--- config.mk ---
export PLATFORM = sky130hd
export DESIGN_NAME = fc_layer_sequencer_flat
export DESIGN_NICKNAME = d
export VERILOG_FILES = /design/src/rtl/fc_layer_sequencer_pkg.sv /design/src/rtl/fc_layer_sequencer_if.sv /design/src/rtl/fc_layer_sequencer_mac_pipe.sv /design/src/rtl/fc_layer_sequencer.sv /design/src/flat_wrapper.sv
export SDC_FILE = /design/constraint.sdc
export NUM_CORES = 1
export LEC_CHECK = 0
export BUFFER_PORTS_ARGS = -buffer_cell sky130_fd_sc_hd__buf_2
export CAP_MARGIN = 10
export CORE_UTILIZATION = 35
export CTS_CLUSTER_DIAMETER = 40
export DETAILED_ROUTE_END_ITERATION = 10
export PLACE_DENSITY = 0.54
export REMOVE_ABC_BUFFERS = 1
export SLEW_MARGIN = 20
export SYNTH_ARGS = -nofsm -noshare
export SYNTH_HDL_FRONTEND = slang
export SYNTH_HIERARCHICAL = 1
export SYNTH_SLANG_ARGS = --single-unit
--- constraint.sdc ---
create_clock -name clk -period 6.75 [get_ports clk]
set_input_delay 0.3375 -clock clk [delete_from_list [all_inputs] [get_ports clk]]
set_output_delay 0.3375 -clock clk [all_outputs]
set_load 0.05 [all_outputs]
--- src/rtl/fc_layer_sequencer_pkg.sv ---
// ----------------------------------------------------------------------------
// fc_layer_sequencer_pkg
// Shared definitions for the fully-connected layer sequencer: the sequencer
// state type, the MAC pipeline depth, the default layer geometry and small
// width helpers used to size addresses, products and the accumulator.
// ----------------------------------------------------------------------------
package fc_layer_sequencer_pkg;

    typedef enum logic [2:0] {
        IDLE,
        FETCH,
        DRAIN,
        BIAS,
        OUT,
        DONE
    } fc_state_e;

    // Register stages between the first data beat and the accumulator input
    // (product register + data-valid tag). DRAIN lasts this many cycles.
    localparam int MAC_PIPE = 2;

    localparam int DEF_N_IN  = 3136;
    localparam int DEF_N_OUT = 10;
    localparam int DEF_IN_W  = 30;
    localparam int DEF_W_W   = 9;

    // Index width for a range of n values; never collapses to zero bits.
    function automatic int clogW(input int n);
        return (n > 1) ? $clog2(n) : 1;
    endfunction

    // Accumulator width large enough that a full dot product plus bias
    // can never overflow.
    function automatic int accWidth(input int nIn, input int inW, input int wW);
        return inW + wW + clogW(nIn);
    endfunction

endpackage

--- src/rtl/fc_layer_sequencer_if.sv ---
// ----------------------------------------------------------------------------
// fc_layer_sequencer_if
// Bundles the three synchronous-read buffer ports (input features, weights,
// biases) and the valid/ready result port of the FC sequencer.
//   master : sequencer side - drives addresses and the result port,
//            receives read data and out_ready.
//   slave  : environment side - memories and the downstream consumer.
// Read data is expected one clock after the address it belongs to.
// ----------------------------------------------------------------------------
interface fc_layer_sequencer_if
    import fc_layer_sequencer_pkg::*;
#(
    parameter int N_IN  = DEF_N_IN,
    parameter int N_OUT = DEF_N_OUT,
    parameter int IN_W  = DEF_IN_W,
    parameter int W_W   = DEF_W_W
);

    localparam int ADDR_IN_W = clogW(N_IN);
    localparam int ADDR_W_W  = clogW(N_IN * N_OUT);
    localparam int IDX_W     = clogW(N_OUT);
    localparam int ACC_W     = accWidth(N_IN, IN_W, W_W);

    logic        [ADDR_IN_W-1:0] in_addr;
    logic signed [IN_W-1:0]      in_data;
    logic        [ADDR_W_W-1:0]  w_addr;
    logic signed [W_W-1:0]       w_data;
    logic        [IDX_W-1:0]     b_addr;
    logic signed [W_W-1:0]       b_data;
    logic        [IDX_W-1:0]     out_idx;
    logic signed [ACC_W-1:0]     out_data;
    logic                        out_valid;
    logic                        out_ready;

    modport master (
        output in_addr, w_addr, b_addr, out_idx, out_data, out_valid,
        input  in_data, w_data, b_data, out_ready
    );

    modport slave (
        input  in_addr, w_addr, b_addr, out_idx, out_data, out_valid,
        output in_data, w_data, b_data, out_ready
    );

endinterface

--- src/rtl/fc_layer_sequencer_mac_pipe.sv ---
// ----------------------------------------------------------------------------
// fc_layer_sequencer_mac_pipe
// Registered signed multiply-accumulate shared by every neuron of the layer.
// Ports:
//   clk, rst   : clock, synchronous active-high reset
//   i_issue    : an address pair was issued this cycle (data arrives next cycle)
//   i_clear    : zero the accumulator for a new neuron
//   i_biasEn   : add i_bias into the accumulator this cycle
//   i_inData   : signed input feature (read data)
//   i_wData    : signed weight (read data)
//   i_bias     : signed bias (read data)
//   o_acc      : signed accumulator
// Timing: issue at t -> operands at t+1 -> product register at t+2 ->
// accumulator updated at t+3.
// ----------------------------------------------------------------------------
module fc_layer_sequencer_mac_pipe
    import fc_layer_sequencer_pkg::*;
#(
    parameter int IN_W  = DEF_IN_W,
    parameter int W_W   = DEF_W_W,
    parameter int ACC_W = accWidth(DEF_N_IN, DEF_IN_W, DEF_W_W)
) (
    input  logic                    clk,
    input  logic                    rst,
    input  logic                    i_issue,
    input  logic                    i_clear,
    input  logic                    i_biasEn,
    input  logic signed [IN_W-1:0]  i_inData,
    input  logic signed [W_W-1:0]   i_wData,
    input  logic signed [W_W-1:0]   i_bias,
    output logic signed [ACC_W-1:0] o_acc
);

    localparam int PROD_W = IN_W + W_W;

    logic                     r_tagData;
    logic                     r_tagProd;
    logic signed [PROD_W-1:0] r_prod;
    logic signed [ACC_W-1:0]  r_acc;

    logic signed [PROD_W-1:0] w_inExt;
    logic signed [PROD_W-1:0] w_wExt;

    // Operands are sign-extended to the full product width so the multiply
    // is exact.
    assign w_inExt = PROD_W'(i_inData);
    assign w_wExt  = PROD_W'(i_wData);

    // Valid tags follow each issued pair through the pipe, so only real
    // products are accumulated and DRAIN-cycle reads are ignored. Clear and
    // bias never coincide with a tagged product because of how the sequencer
    // orders its states, so the priority order below loses nothing.
    always_ff @(posedge clk) begin
        if (rst) begin
            r_tagData <= 1'b0;
            r_tagProd <= 1'b0;
            r_prod    <= '0;
            r_acc     <= '0;
        end else begin
            r_tagData <= i_issue;
            r_tagProd <= r_tagData;
            r_prod    <= w_inExt * w_wExt;
            if (i_clear) begin
                r_acc <= '0;
            end else if (i_biasEn) begin
                r_acc <= r_acc + ACC_W'(i_bias);
            end else if (r_tagProd) begin
                r_acc <= r_acc + ACC_W'(r_prod);
            end
        end
    end

    assign o_acc = r_acc;

endmodule

--- src/rtl/fc_layer_sequencer.sv ---
// ----------------------------------------------------------------------------
// fc_layer_sequencer
// Runs one shared MAC over a whole fully-connected layer. For each output
// neuron j it streams N_IN input/weight pairs, adds bias j and presents the
// result on a valid/ready port before moving to neuron j+1.
// Ports:
//   clk, rst   : clock, synchronous active-high reset
//   i_start    : one-cycle run request, only honoured in IDLE
//   o_busy     : high while a layer is in progress (low in DONE)
//   o_done_fc  : one-cycle pulse after the last result is accepted
//   io_bus     : buffer read ports and result handshake (master modport)
// Build option:
//   FC_RELU_EN : when defined, negative results are presented as zero.
// ----------------------------------------------------------------------------
module fc_layer_sequencer
    import fc_layer_sequencer_pkg::*;
#(
    parameter int N_IN  = DEF_N_IN,
    parameter int N_OUT = DEF_N_OUT,
    parameter int IN_W  = DEF_IN_W,
    parameter int W_W   = DEF_W_W
) (
    input  logic                        clk,
    input  logic                        rst,
    input  logic                        i_start,
    output logic                        o_busy,
    output logic                        o_done_fc,
    fc_layer_sequencer_if.master        io_bus
);

    localparam int ADDR_IN_W = clogW(N_IN);
    localparam int ADDR_W_W  = clogW(N_IN * N_OUT);
    localparam int IDX_W     = clogW(N_OUT);
    localparam int ACC_W     = accWidth(N_IN, IN_W, W_W);
    localparam int DRAIN_W   = clogW(MAC_PIPE);

    localparam logic [ADDR_IN_W-1:0] LAST_I     = ADDR_IN_W'(N_IN - 1);
    localparam logic [IDX_W-1:0]     LAST_J     = IDX_W'(N_OUT - 1);
    localparam logic [DRAIN_W-1:0]   LAST_DRAIN = DRAIN_W'(MAC_PIPE - 1);

    fc_state_e              r_state;
    fc_state_e              w_nextState;
    logic [ADDR_IN_W-1:0]   r_i;
    logic [IDX_W-1:0]       r_j;
    logic [ADDR_W_W-1:0]    r_wAddr;
    logic [DRAIN_W-1:0]     r_drainCnt;

    logic                   w_lastI;
    logic                   w_lastJ;
    logic                   w_lastDrain;
    logic                   w_macIssue;
    logic                   w_macClear;
    logic                   w_biasEn;
    logic signed [ACC_W-1:0] w_acc;
    logic signed [ACC_W-1:0] w_result;

    assign w_lastI     = (r_i == LAST_I);
    assign w_lastJ     = (r_j == LAST_J);
    assign w_lastDrain = (r_drainCnt == LAST_DRAIN);

    // Next state and per-cycle MAC controls. The accumulator is cleared in
    // the cycle that launches FETCH, so a new neuron never sees stale sums.
    always_comb begin
        w_nextState = r_state;
        w_macIssue  = 1'b0;
        w_macClear  = 1'b0;
        w_biasEn    = 1'b0;
        case (r_state)
            IDLE: begin
                if (i_start) begin
                    w_nextState = FETCH;
                    w_macClear  = 1'b1;
                end
            end
            FETCH: begin
                w_macIssue = 1'b1;
                if (w_lastI) begin
                    w_nextState = DRAIN;
                end
            end
            DRAIN: begin
                if (w_lastDrain) begin
                    w_nextState = BIAS;
                end
            end
            BIAS: begin
                w_biasEn    = 1'b1;
                w_nextState = OUT;
            end
            OUT: begin
                if (io_bus.out_ready) begin
                    if (w_lastJ) begin
                        w_nextState = DONE;
                    end else begin
                        w_nextState = FETCH;
                        w_macClear  = 1'b1;
                    end
                end
            end
            DONE: begin
                w_nextState = IDLE;
            end
            default: begin
                w_nextState = IDLE;
            end
        endcase
    end

    // State register and counters. The weight address is kept as a running
    // counter (j*N_IN + i) instead of a multiply; it stops on the last weight
    // of a neuron and only steps on into the next neuron at the transfer, so
    // it never points past the end of the weight ROM.
    always_ff @(posedge clk) begin
        if (rst) begin
            r_state    <= IDLE;
            r_i        <= '0;
            r_j        <= '0;
            r_wAddr    <= '0;
            r_drainCnt <= '0;
        end else begin
            r_state <= w_nextState;
            case (r_state)
                IDLE: begin
                    if (i_start) begin
                        r_i     <= '0;
                        r_j     <= '0;
                        r_wAddr <= '0;
                    end
                end
                FETCH: begin
                    r_drainCnt <= '0;
                    if (w_lastI) begin
                        r_i <= '0;
                    end else begin
                        r_i     <= r_i + ADDR_IN_W'(1);
                        r_wAddr <= r_wAddr + ADDR_W_W'(1);
                    end
                end
                DRAIN: begin
                    r_drainCnt <= w_lastDrain ? '0 : r_drainCnt + DRAIN_W'(1);
                end
                OUT: begin
                    if (io_bus.out_ready) begin
                        if (w_lastJ) begin
                            r_j     <= '0;
                            r_wAddr <= '0;
                        end else begin
                            r_j     <= r_j + IDX_W'(1);
                            r_wAddr <= r_wAddr + ADDR_W_W'(1);
                        end
                    end
                end
                default: begin
                end
            endcase
        end
    end

    fc_layer_sequencer_mac_pipe #(
        .IN_W  (IN_W),
        .W_W   (W_W),
        .ACC_W (ACC_W)
    ) u_mac (
        .clk      (clk),
        .rst      (rst),
        .i_issue  (w_macIssue),
        .i_clear  (w_macClear),
        .i_biasEn (w_biasEn),
        .i_inData (io_bus.in_data),
        .i_wData  (io_bus.w_data),
        .i_bias   (io_bus.b_data),
        .o_acc    (w_acc)
    );

`ifdef FC_RELU_EN
    assign w_result = w_acc[ACC_W-1] ? '0 : w_acc;
`else
    assign w_result = w_acc;
`endif

    // Bias address is simply j, held for the whole neuron.
    assign io_bus.in_addr   = r_i;
    assign io_bus.w_addr    = r_wAddr;
    assign io_bus.b_addr    = r_j;
    assign io_bus.out_idx   = r_j;
    assign io_bus.out_valid = (r_state == OUT);
    assign io_bus.out_data  = (r_state == OUT) ? w_result : '0;

    assign o_busy    = (r_state == FETCH) || (r_state == DRAIN) ||
                       (r_state == BIAS)  || (r_state == OUT);
    assign o_done_fc = (r_state == DONE);

endmodule
--- src/flat_wrapper.sv ---
// flat-port wrapper written by rule: the top's interface ports become plain ports
module fc_layer_sequencer_flat import fc_layer_sequencer_pkg::*;
#(
    parameter int N_IN  = DEF_N_IN,
    parameter int N_OUT = DEF_N_OUT,
    parameter int IN_W  = DEF_IN_W,
    parameter int W_W   = DEF_W_W
)
  (clk, rst, i_start, o_busy, o_done_fc, io_bus_in_addr, io_bus_w_addr, io_bus_b_addr, io_bus_out_idx, io_bus_out_data, io_bus_out_valid, io_bus_in_data, io_bus_w_data, io_bus_b_data, io_bus_out_ready);
  fc_layer_sequencer_if #(.N_IN(N_IN), .N_OUT(N_OUT), .IN_W(IN_W), .W_W(W_W)) io_bus_i ();
  input  logic clk;
  input  logic rst;
  input  logic i_start;
  output logic o_busy;
  output logic o_done_fc;
  output wire logic [$bits(io_bus_i.in_addr)-1:0] io_bus_in_addr;
  output wire logic [$bits(io_bus_i.w_addr)-1:0] io_bus_w_addr;
  output wire logic [$bits(io_bus_i.b_addr)-1:0] io_bus_b_addr;
  output wire logic [$bits(io_bus_i.out_idx)-1:0] io_bus_out_idx;
  output wire logic [$bits(io_bus_i.out_data)-1:0] io_bus_out_data;
  output wire logic [$bits(io_bus_i.out_valid)-1:0] io_bus_out_valid;
  input wire logic [$bits(io_bus_i.in_data)-1:0] io_bus_in_data;
  input wire logic [$bits(io_bus_i.w_data)-1:0] io_bus_w_data;
  input wire logic [$bits(io_bus_i.b_data)-1:0] io_bus_b_data;
  input wire logic [$bits(io_bus_i.out_ready)-1:0] io_bus_out_ready;
  assign io_bus_in_addr = io_bus_i.in_addr;
  assign io_bus_w_addr = io_bus_i.w_addr;
  assign io_bus_b_addr = io_bus_i.b_addr;
  assign io_bus_out_idx = io_bus_i.out_idx;
  assign io_bus_out_data = io_bus_i.out_data;
  assign io_bus_out_valid = io_bus_i.out_valid;
  assign io_bus_i.in_data = io_bus_in_data;
  assign io_bus_i.w_data = io_bus_w_data;
  assign io_bus_i.b_data = io_bus_b_data;
  assign io_bus_i.out_ready = io_bus_out_ready;
  fc_layer_sequencer #(.N_IN(N_IN), .N_OUT(N_OUT), .IN_W(IN_W), .W_W(W_W)) u_core (.clk(clk), .rst(rst), .i_start(i_start), .o_busy(o_busy), .o_done_fc(o_done_fc), .io_bus(io_bus_i));
endmodule
==> impl_metrics.json <==
{
  "status": "finished clean",
  "p_sw_share_pct": 48.64,
  "io_pins": 141,
  "setup_viol": 0,
  "worstSkewPairLatency_ns": 0.43,
  "nets": 2480,
  "finalPower_mw": 7.075,
  "cts.sinks": 127,
  "grt_usage_pct": 18.33,
  "drv_cap": 0,
  "overflow": 0,
  "drt-initial-drc-count": 694,
  "async_flop_share_pct": 0,
  "ant_nets": 0,
  "grt_max_degree": 54,
  "cp-start-kind": "input pin",
  "ys.flop_type": "dfxtp_1",
  "wl_per_cell_um": 16.38,
  "core-area_um2": 47850,
  "cp.required_ns": 7.05,
  "cts.reportedPaths.clkPinSlew_ns": 0.06,
  "numCtsBuffers": 17,
  "via_per_inst": 5.072,
  "drc": 0,
  "p_leak_nw": 8.923,
  "grt_pass1_vias": 13930,
  "htree_levels": 4,
  "start_util_pct": 35.52,
  "wl_met1_mm": 21.98,
  "die_h_um": 222.4,
  "worstPathMaxFanout": 30,
  "synthTopCellsByArea": "fa_1 26%, dfxtp_1 15%, ha_1 9.9%",
  "worstSetupEndpointType": "register",
  "drt-total-wl_mm": 44.30,
  "drtPass1Iterations": 5,
  "layout.cells.most_common": "nand2_1",
  "slew_headroom_pct": 30.02,
  "syn2layout_area_growth_pct": 10.28,
  "p_int_mw": 3.634,
  "post_cts_buffers": 0,
  "ys_warn_count": 6,
  "synthCells": 2001,
  "synth_seq_cells": 127,
  "vdd_drop_max_mv": 0.1963,
  "path_class": "in2reg",
  "finalCriticalPeriod_ns": 5.614,
  "yosysTopAreaCell": "fa_1",
  "hpwl_mm": 34.80,
  "portBuffers": 140,
  "die-area_um2": 49440,
  "finalWorstSetupSlack_ns": 1.136,
  "met3_length_mm": 1.548,
  "pre_cts_slack_ns": 0.6585,
  "p_per_area_nw_per_um2": 377.5,
  "grt_pass1_wl_mm": 73.73,
  "top_layer": "met4",
  "die_x_um": 222.4,
  "wl_met2_mm": 20.09,
  "antenna_found_initial": 0,
  "synth_top_area_share_pct": 25.68,
  "rsz0062_at_grt": "false",
  "cts_resized": 0,
  "fmax_mhz": 178.1,
  "sequentialPowerShare_pct": 13.6,
  "seq_area_frac_synth_pct": 14.96,
  "arrival_ns": 5.91,
  "pwr-share-clk_pct": 13.3,
  "clockBufferDepth": 2,
  "synth_edf_count": 0,
  "syn_area_per_cell_um2": 8.493,
  "hold_slack_ns": 0.2763,
  "ctsHoldBuffers": 0,
  "finClkSkew_ns": 0.01296,
  "final_cell_mix": "228 x nand2_1, 218 x fa_1, 198 x and2_1",
  "root_buffer": "clkbuf_16",
  "finalHoldViolCount": 0,
  "slew_viol_final": 0,
  "synth_area_um2": 17000,
  "setup_tns_ns": 0,
  "ys_types": 83,
  "via_count": 13720,
  "min_period_over_period_pct": 83.16,
  "tightest_slew_ns": 1.046,
  "p_sw_mw": 3.442,
  "num_rows": 80,
  "cts_tree": "done",
  "gp_congestion": 0.8684,
  "p_comb_share_pct": 73.0,
  "drive_gt1_share_pct": 10.91,
  "insertedDiodeCount": 0,
  "hp-class": "in2reg"
}
layout make-up:
class,count,area [µm²]
Fill cell,4939,29100
Multi-Input combinational cell,1583,13300
Sequential cell,127,2542
Timing Repair Buffer,153,798.3
Tap cell,615,769.5
Inverter,194,728.2
Clock buffer,17,425.4
Clock inverter,15,173.9
flip-flops by register name, summed over array words and instances (netlist names):
| name | flops |
|---|---|
| u_core/u_mac/o_acc | 51 |
| u_core/r_state | 3 |
| u_core/u_mac/r_tagData | 1 |
| u_core/u_mac/r_tagProd | 1 |
| u_core/io_bus.b_addr | 4 |
| u_core/r_drainCnt | 1 |
| u_core/io_bus.in_addr | 12 |
| u_core/u_mac/r_prod | 39 |
| u_core/io_bus.w_addr | 15 |
metrics by stage:
| stage | utilization (%) | cell area (µm²) | std cells |
|---|---|---|---|
| global placement | 37.92 | 18140 | 2672 |
| global route | 39.17 | 18740 | 2704 |
| CTS | 39.17 | 18740 | 2704 |
| floorplan | - | 16570 | 1904 |
| finish | 39.17 | 18740 | 2704 |
| detailed placement | 37.92 | 18140 | 2672 |
worst max-delay path: stages:
cell and delay, ns:
buf_2 0.46, nand2_1 0.16, fa_1 0.56, inv_1 0.05, fa_1 0.45, ha_1 0.29
inv_1 0.05, fa_1 0.52, inv_1 0.04, ha_1 0.29, ha_1 0.23, fa_1 0.41
a21oi_1 0.17, o21bai_1 0.13, a21oi_1 0.20, o21ai_0 0.15, a211oi_1 0.42, o211ai_1 0.19
a311o_1 0.34, a21oi_1 0.17, mux2i_1 0.20, o21ai_1 0.08
path summary, 6_finish.rpt:
check,start,end,slack (ns),depth (start not counted)
setup reg to reg,u_core/r_state[0]$_SDFFE_PP0P_,u_core/u_mac/o_acc[45]$_SDFFE_PP0P_,2.18,16
setup / recovery,io_bus_w_data[2],u_core/u_mac/r_prod[37]$_SDFF_PP0_,1.14,22
hold / removal,io_bus_in_data[0],u_core/u_mac/r_prod[0]$_SDFF_PP0_,0.28,3
hold reg to reg,u_core/u_mac/r_tagData$_SDFF_PP0_,u_core/u_mac/r_tagProd$_SDFF_PP0_,0.45,1
synth_stat cells, drive strengths merged, types with 4 or more instances:
library cell	instances
or4	13
nand2b	19
buf	17
a21oi	138
xnor2	53
nor2	138
a311oi	7
mux2	7
inv	193
o31ai	10
o21a	13
nand2	228
nor3	20
o21bai	21
o22ai	4
nor2b	14
nor3b	4
and2	198
o21ai	89
nand4	19
xor2	31
ha	134
and4	4
or3	12
a31oi	6
a211oi	15
dfxtp	127
clkbuf	79
nor4	6
nand3	27
and3	14
o211ai	13
a21o	55
mux2i	9
fa	218
a41oi	4
o2111ai	4
metal layers:
layer	vias to the layer above	track usage, %
li1	6781	-
met1	6657	26.29
met2	244	28.92
met3	33	2.156
met4	0	5.250
met5	-	0
logic make-up (layout without fill, tap and decap cells):
logic type | after synthesis | after routing | share of synthesized area [%]
and+or+nand+nor | 724 | 724 | 21.39
muxes | 16 | 16 | 0.9939
AOI/OAI and AO/OA | 407 | 407 | 15.99
DFF | 127 | 127 | 14.96
xor gates and xnor gates | 84 | 84 | 4.329
adders and majority gates | 352 | 352 | 35.54
buffers and inverters | 291 | 379 | 6.788
power by group through the flow:
| stage | combinational [mW] | sequential, mW | clock (mW) |
|---|---|---|---|
| after floorplan | 3.97 | 0.987 | 0 |
| after global placement | 5.12 | 0.981 | 0 |
| after detailed placement | 5.14 | 0.982 | 0 |
| after CTS | 5.19 | 0.965 | 0.971 |
| after global routing | 5.95 | 0.979 | 1.00 |
| final | 5.17 | 0.964 | 0.943 |
Power figures use the tool's default switching activity.
